## src/rtl/ifft_pkg.sv

```systemverilog
`default_nettype none
// ============================================================================
// Package     : ifft_pkg
// Description : Shared constants for the serial 8-point inverse FFT.
//               Provides the Q2.14 twiddle tables, default widths and the
//               FSM state encoding.
// Revision    : 1.0 - initial release
// ============================================================================
package ifft_pkg;

   localparam int DEF_IN_W   = 19;
   localparam int DEF_OUT_W  = 16;
   localparam int DEF_COEF_W = 16;
   localparam int DEF_ACC_W  = 40;

   // cos(2*pi*m/8) and sin(2*pi*m/8) in Q2.14, m = 0..7
   localparam logic signed [DEF_COEF_W-1:0] COS_Q14 [0:7] = '{
      16'sh4000,  16'sh2D41,  16'sh0000, -16'sh2D41,
     -16'sh4000, -16'sh2D41,  16'sh0000,  16'sh2D41};
   localparam logic signed [DEF_COEF_W-1:0] SIN_Q14 [0:7] = '{
      16'sh0000,  16'sh2D41,  16'sh4000,  16'sh2D41,
      16'sh0000, -16'sh2D41, -16'sh4000, -16'sh2D41};

   typedef enum logic [1:0] {
      S_LOAD = 2'd0,
      S_CALC = 2'd1,
      S_HOLD = 2'd2
   } state_t;

endpackage
`default_nettype wire

```

## src/rtl/ifft_cmac.sv

```systemverilog
`default_nettype none
// ============================================================================
// Module      : ifft_cmac
// Description : Registered complex multiply followed by a complex accumulate.
//               Stage 1 registers x*w, stage 2 adds it into the accumulator,
//               restarting from zero when the product was issued with clr.
// Ports       : clk, rstn        clock, async active-low reset
//               en, clr          issue a product / product starts a new sum
//               xr, xi           complex sample
//               wr, wi           complex twiddle (Q2.14)
//               acc_re, acc_im   running sums
// Revision    : 1.0 - initial release
// ============================================================================
module ifft_cmac #(
   parameter int IN_W   = 19,
   parameter int COEF_W = 16,
   parameter int ACC_W  = 40
) (
   input  logic                     clk,
   input  logic                     rstn,
   input  logic                     en,
   input  logic                     clr,
   input  logic signed [IN_W-1:0]   xr,
   input  logic signed [IN_W-1:0]   xi,
   input  logic signed [COEF_W-1:0] wr,
   input  logic signed [COEF_W-1:0] wi,
   output logic signed [ACC_W-1:0]  acc_re,
   output logic signed [ACC_W-1:0]  acc_im
);

   logic signed [ACC_W-1:0] prod_re;
   logic signed [ACC_W-1:0] prod_im;
   logic                    prod_vld;
   logic                    prod_clr;

   always_ff @(posedge clk or negedge rstn) begin
      if (!rstn) begin
         prod_re  <= '0;
         prod_im  <= '0;
         prod_vld <= 1'b0;
         prod_clr <= 1'b0;
         acc_re   <= '0;
         acc_im   <= '0;
      end else begin
         prod_vld <= en;
         if (en) begin
            prod_re  <= ACC_W'(xr) * ACC_W'(wr) - ACC_W'(xi) * ACC_W'(wi);
            prod_im  <= ACC_W'(xr) * ACC_W'(wi) + ACC_W'(xi) * ACC_W'(wr);
            prod_clr <= clr;
         end
         if (prod_vld) begin
            acc_re <= (prod_clr ? '0 : acc_re) + prod_re;
            acc_im <= (prod_clr ? '0 : acc_im) + prod_im;
         end
      end
   end

endmodule
`default_nettype wire

```

## src/rtl/ifft8_serial.sv

```systemverilog
`default_nettype none
// ============================================================================
// Module      : ifft8_serial
// Description : Serial 8-point inverse FFT with 1/8 scaling. Loads 8 bins,
//               then computes each time sample with one time-shared complex
//               MAC (8 issue cycles + 2 drain cycles) and holds it until
//               accepted downstream.
// Ports       : clk, rstn              clock, async active-low reset
//               in_valid/in_ready      bin handshake, in_data = {imag,real}
//               out_valid/out_ready    sample handshake, out_data = {imag,real}
//               out_last               marks sample n=7
//               out_sat                sample clipped in either component
// Revision    : 1.0 - initial release
// ============================================================================
module ifft8_serial
   import ifft_pkg::*;
#(
   parameter int IN_W   = DEF_IN_W,
   parameter int OUT_W  = DEF_OUT_W,
   parameter int COEF_W = DEF_COEF_W,
   parameter int ACC_W  = DEF_ACC_W
) (
   input  logic                 clk,
   input  logic                 rstn,
   input  logic                 in_valid,
   output logic                 in_ready,
   input  logic [2*IN_W-1:0]    in_data,
   output logic                 out_valid,
   input  logic                 out_ready,
   output logic [2*OUT_W-1:0]   out_data,
   output logic                 out_last,
   output logic                 out_sat
);

   // 1/8 scaling plus removal of the Q14 twiddle gain
   localparam int                      SHIFT = 17;
   localparam logic signed [ACC_W-1:0] RND   = ACC_W'(65536);
   localparam logic signed [OUT_W-1:0] Y_MAX = {1'b0, {(OUT_W-1){1'b1}}};
   localparam logic signed [OUT_W-1:0] Y_MIN = {1'b1, {(OUT_W-1){1'b0}}};

   state_t                  state;
   logic [2:0]              k;
   logic [2:0]              n;
   logic [3:0]              cyc;
   logic signed [IN_W-1:0]  bin_re [0:7];
   logic signed [IN_W-1:0]  bin_im [0:7];
   logic signed [ACC_W-1:0] acc_re;
   logic signed [ACC_W-1:0] acc_im;
   logic [2:0]              m;
   logic                    issue;
   logic [OUT_W:0]          y_re;
   logic [OUT_W:0]          y_im;

   // Returns {clipped, value}
   function automatic logic [OUT_W:0] rnd_sat(input logic signed [ACC_W-1:0] a);
      logic signed [ACC_W-1:0] s;
      s = (a + RND) >>> SHIFT;
      if (s > ACC_W'(Y_MAX))
         return {1'b1, Y_MAX};
      else if (s < ACC_W'(Y_MIN))
         return {1'b1, Y_MIN};
      else
         return {1'b0, s[OUT_W-1:0]};
   endfunction

   // cyc 0..7 issues bin cyc; 8 and 9 let the two MAC stages drain
   assign issue = (state == S_CALC) && !cyc[3];
   // 3-bit product wraps, giving (n*k) mod 8 directly
   assign m     = n * cyc[2:0];

   ifft_cmac #(
      .IN_W   (IN_W),
      .COEF_W (COEF_W),
      .ACC_W  (ACC_W)
   ) u_cmac (
      .clk    (clk),
      .rstn   (rstn),
      .en     (issue),
      .clr    (cyc[2:0] == 3'd0),
      .xr     (bin_re[cyc[2:0]]),
      .xi     (bin_im[cyc[2:0]]),
      .wr     (COEF_W'(COS_Q14[m])),
      .wi     (COEF_W'(SIN_Q14[m])),
      .acc_re (acc_re),
      .acc_im (acc_im)
   );

   assign y_re = rnd_sat(acc_re);
   assign y_im = rnd_sat(acc_im);

   always_ff @(posedge clk or negedge rstn) begin
      if (!rstn) begin
         state     <= S_LOAD;
         in_ready  <= 1'b0;
         k         <= 3'd0;
         n         <= 3'd0;
         cyc       <= 4'd0;
         out_valid <= 1'b0;
         out_data  <= '0;
         out_last  <= 1'b0;
         out_sat   <= 1'b0;
         for (int i = 0; i < 8; i++) begin
            bin_re[i] <= '0;
            bin_im[i] <= '0;
         end
      end else begin
         case (state)
            S_LOAD: begin
               in_ready <= 1'b1;
               if (in_valid && in_ready) begin
                  bin_re[k] <= in_data[IN_W-1:0];
                  bin_im[k] <= in_data[2*IN_W-1:IN_W];
                  k         <= k + 3'd1;
                  if (k == 3'd7) begin
                     state    <= S_CALC;
                     in_ready <= 1'b0;
                     n        <= 3'd0;
                     cyc      <= 4'd0;
                  end
               end
            end
            S_CALC: begin
               cyc <= cyc + 4'd1;
               if (cyc == 4'd9) begin
                  state     <= S_HOLD;
                  out_valid <= 1'b1;
                  out_data  <= {y_im[OUT_W-1:0], y_re[OUT_W-1:0]};
                  out_last  <= (n == 3'd7);
                  out_sat   <= y_re[OUT_W] | y_im[OUT_W];
               end
            end
            S_HOLD: begin
               if (out_ready) begin
                  out_valid <= 1'b0;
                  out_last  <= 1'b0;
                  if (n == 3'd7) begin
                     state    <= S_LOAD;
                     in_ready <= 1'b1;
                     k        <= 3'd0;
                  end else begin
                     state <= S_CALC;
                     n     <= n + 3'd1;
                     cyc   <= 4'd0;
                  end
               end
            end
            default: state <= S_LOAD;
         endcase
      end
   end

endmodule
`default_nettype wire

```

## config.mk

```make
export PLATFORM = sky130hd
export DESIGN_NAME = ifft8_serial
export DESIGN_NICKNAME = d
export VERILOG_FILES = /design/src/rtl/ifft_pkg.sv /design/src/rtl/ifft_cmac.sv /design/src/rtl/ifft8_serial.sv
export SDC_FILE = /design/constraint.sdc
export NUM_CORES = 2
export LEC_CHECK = 0
export ABC_AREA = 0
export CELL_PAD_IN_SITES_DETAIL_PLACEMENT = 1
export CELL_PAD_IN_SITES_GLOBAL_PLACEMENT = 1
export CORE_MARGIN = 4
export CORE_UTILIZATION = 58
export CTS_BUF_LIST = sky130_fd_sc_hd__clkbuf_8
export CTS_CLUSTER_SIZE = 30
export DETAILED_ROUTE_END_ITERATION = 16
export HOLD_SLACK_MARGIN = 0.06
export PLACE_DENSITY = 0.87
export SYNTH_ARGS = -nofsm -noshare
export SYNTH_HDL_FRONTEND = slang
export SYNTH_HIERARCHICAL = 1
export SYNTH_SLANG_ARGS = --single-unit
```

## constraint.sdc

```tcl
create_clock -name clk -period 20.6 [get_ports clk]
set_input_delay 2.06 -clock clk [delete_from_list [all_inputs] [get_ports clk]]
set_output_delay 2.06 -clock clk [all_outputs]
set_load 0.01 [all_outputs]
```

==> summary.md <==
| Metric | Value |
|---|---|
| Starting density of the core | `0.583` |
| #FFs+latches synth | `506` |
| Max-cap violations | `0` |
| Layout area overhead | `5.49%` |
| Setup crit start kind | `flop` |
| Synth Net Count | `around 9.0k` |
| Fin. max-slew vios | `0` |
| Hold Crit Class | `flop to flop` |
| Ports | `between 70 and 80` |
| Fraction of registers with async set/reset | `1.00` |
| Status | `completed` |
| GR Overflow Total | `0` |
| Final Skew | `roughly 0.09 ns` |
| Chip height | `roughly 360 um` |
| Most frequent cells in the layout | `1523 x inv_1, 1355 x fa_1, 665 x nand2_1` |
| Setup CP Type | `flop to flop` |
| Yosys cell types | `approximately 90` |
| Final nets | `about 8.9k` |
| CP dominant cell by count | `fa_1` |
| Compound-Gate Fraction of Synth Area | `0.0480` |
| Largest family of logic cells by synthesized area | `adder cells` |
| Most common cell after layout, fill and taps aside | `inv_1` |
| Setup TNS | `0 ns` |
| Hold buffer count at CTS | `0` |
| Yosys top cell area share | `0.370` |
| CTS tree | `built` |
| Final RePlAce weighted congestion | `~0.9` |
| Post-synthesis adder-cell area fraction | `0.442` |
| EDFF count, synth | `0` |
| Synth Area in Simple Gates | `0.123` |
| Hold Violations, Final | `0` |
| Max-slew headroom | `0.0839` |
| Initial antenna violation count | `6` |
| Mux contribution to synthesized area | `0.0939` |
| Hpwl dp | `between 150000 and 200000 um` |
| DRC viols | `0` |
| Critical path arrival | `about 13 ns` |
| First-pass GRT wire length | `~370000 um` |
| Via/cell ratio | `6.03` |
| Main synth FF type | `dfrtp_1` |
| Post-CTS sizing | `0` |
| GRT Overall Usage | `0.368` |
| Area leader, netlist | `fa_1` |
| Port Buffers | `a little under 80` |
| CTS sink count | `between 500 and 600` |
| Number of buffers created by CTS | `92` |
| Peak Freq | `0.0826 GHz` |
| DR iter-0 viols | `roughly 3.8k` |
| Syn Area/Cell | `10.2 um2` |
| Mapped Cells | `a little over 7k` |
| Synth area leaders | `fa_1 37%, dfrtp_1 17%, inv_1 7.7%` |
| Syn Std Cell Area | `approximately 73000 um2` |
| DRT antenna net count | `0` |
| WL/cell | `27.0 um` |
| Slowest cell on crit path | `xnor2_1` |
| Vias | `52.9k` |
| Layout fillers | `approximately 13k` |
| Final Setup Violations | `0` |
| CP max stage delay | `around 1.1 ns` |
| Final period util | `0.588` |
| Drt pass-1 iters | `8` |
| RSZ-0062 raised after global routing | `no` |
| Worst-skew pair later-pin latency | `between 0.8 and 0.9 ns` |
| Clock Tree Buf Depth | `3` |
| Critical path peak fanout | `around 190` |
| Setup bufs post-CTS | `0` |
| Sequential fraction of the synthesis area | `0.173` |
| Xor/xnor share of the synthesized area | `0.0236` |
| Worst Max-Slew Pin Slew | `approximately 1.4 ns` |
| Largest net degree at the start of global routing | `between 150 and 200` |
| CP Capture Type | `flop` |
| Clk root buf | `clkbuf_8` |
| Core area | `around 130000 um2` |
| CP required | `about 21 ns` |
| Clk slew on worst S/H paths | `0.06 ns` |
| Synth Warn # | `6` |
| Site row count | `130` |
| Routed WL | `237000 um` |
| Die X | `~360 um` |
| Clock H-tree levels | `3` |
| Number of global-route vias before repair | `64.3k` |
| Layout cell share with drive strength beyond 1 | `0.114` |
| Final min period | `about 12 ns` |
| Area of the die | `between 100000 and 150000 um2` |
## layer usage
metal  track usage  routed length, um
met1         0.417              84100
met2         0.637             120000
met3        0.0657              14700
met4         0.247              18100
met5             0                 13
## cell type report
cell class | count | area (um2) | share of cell area
Multi-Input combinational cell | 4800 | 53600 | 0.694
Sequential cell | 506 | 12700 | 0.164
Inverter | 1499 | 5630 | 0.0729
Tap cell | 1650 | 2060 | 0.0267
Clock buffer | 110 | 1510 | 0.0196
Timing Repair Buffer | 146 | 1320 | 0.0171
Clock inverter | 56 | 410 | 0.00531
Antenna cell | 11 | 27.5 | 0.000356
## worst max-delay path: cells and delay by family (launching register included)
family / cells / cell delay (ns)
fa+ha+maj: 10 / 4.48
compound gates: 9 / 2.53
buf+inv: 5 / 1.57
simple gates: 5 / 1.30
xor+xnor: 2 / 1.23
flops: 1 / 0.72
## through the flow
| stage | hold WS, ns | cell area (um2) | setup WS (ns) | std cells | util |
|---|---|---|---|---|---|
| 2_1_floorplan | 0.441 | 73200 | 10.86 | 7165 | - |
| 3_5_place_dp | 0.465 | 75300 | 8.74 | 8601 | 0.600 |
| 3_3_place_gp | 0.455 | 75300 | 9.48 | 8601 | 0.600 |
| 5_1_grt | 0.504 | 77200 | 8.04 | 8772 | 0.615 |
| 4_1_cts | 0.479 | 77200 | 8.61 | 8767 | 0.615 |
| 6_report | 0.479 | 77200 | 8.49 | 8778 | 0.615 |
## synthesized netlist by cell type, types with 8 or more instances
cell type  number
inv_1        1497
fa_1         1355
nand2_1       665
and2_1        598
dfrtp_1       506
mux2_2        456
ha_1          420
clkbuf_1      319
nor2_1        182
xnor2_1       148
a21oi_1       137
nor2b_1        94
o21ai_0        81
mux4_2         76
a21o_1         65
xor2_1         49
nand2b_1       47
nand3_1        47
nand4_1        32
buf_1          25
nor3_1         25
o21bai_1       21
a31oi_1        20
and3_1         19
o21a_1         17
o211ai_1       16
o22a_1         15
a211oi_1       14
buf_2          13
o31ai_1        13
a211oi_2       11
and4_1         11
or3_1          11
a211o_1        10
or2_2           9
a22o_1          8
a31o_2          8
nor4_1          8
## path summary, 6_finish.rpt
path                       cells after the start  slack [ns]             start            endpoint
setup reg to reg                              31        8.49            cyc[1]  u_cmac/prod_im[34]
hold / removal                                 1        0.48  u_cmac/acc_re[4]    u_cmac/acc_re[4]
hold reg to reg                                1        0.48  u_cmac/acc_re[4]    u_cmac/acc_re[4]
max in group asynchronous                      4       16.06              rstn          bin_re[53]
min in group asynchronous                      1        1.28              rstn    u_cmac/acc_im[1]
setup / recovery                              31        8.49            cyc[1]  u_cmac/prod_im[34]
## registers in the layout (all words and copies together), names as in the netlist, 2 cells and up
name,count
bin_re,152
u_cmac/acc_im,40
u_cmac/acc_re,40
out_data,32
u_cmac/prod_im,36
bin_im,152
k,3
u_cmac/prod_re,36
cyc,4
state,2
n,3
## cell families after synthesis
group	Yosys count
xor+xnor	197
mux	535
fa+ha+maj	1775
simple gates	1779
compound gates	514
flops	506
buf+inv	1859
Power is left out: the tool's default activity adds up to more than one toggle a clock period on the data nets, which glitch-free logic cannot reach.
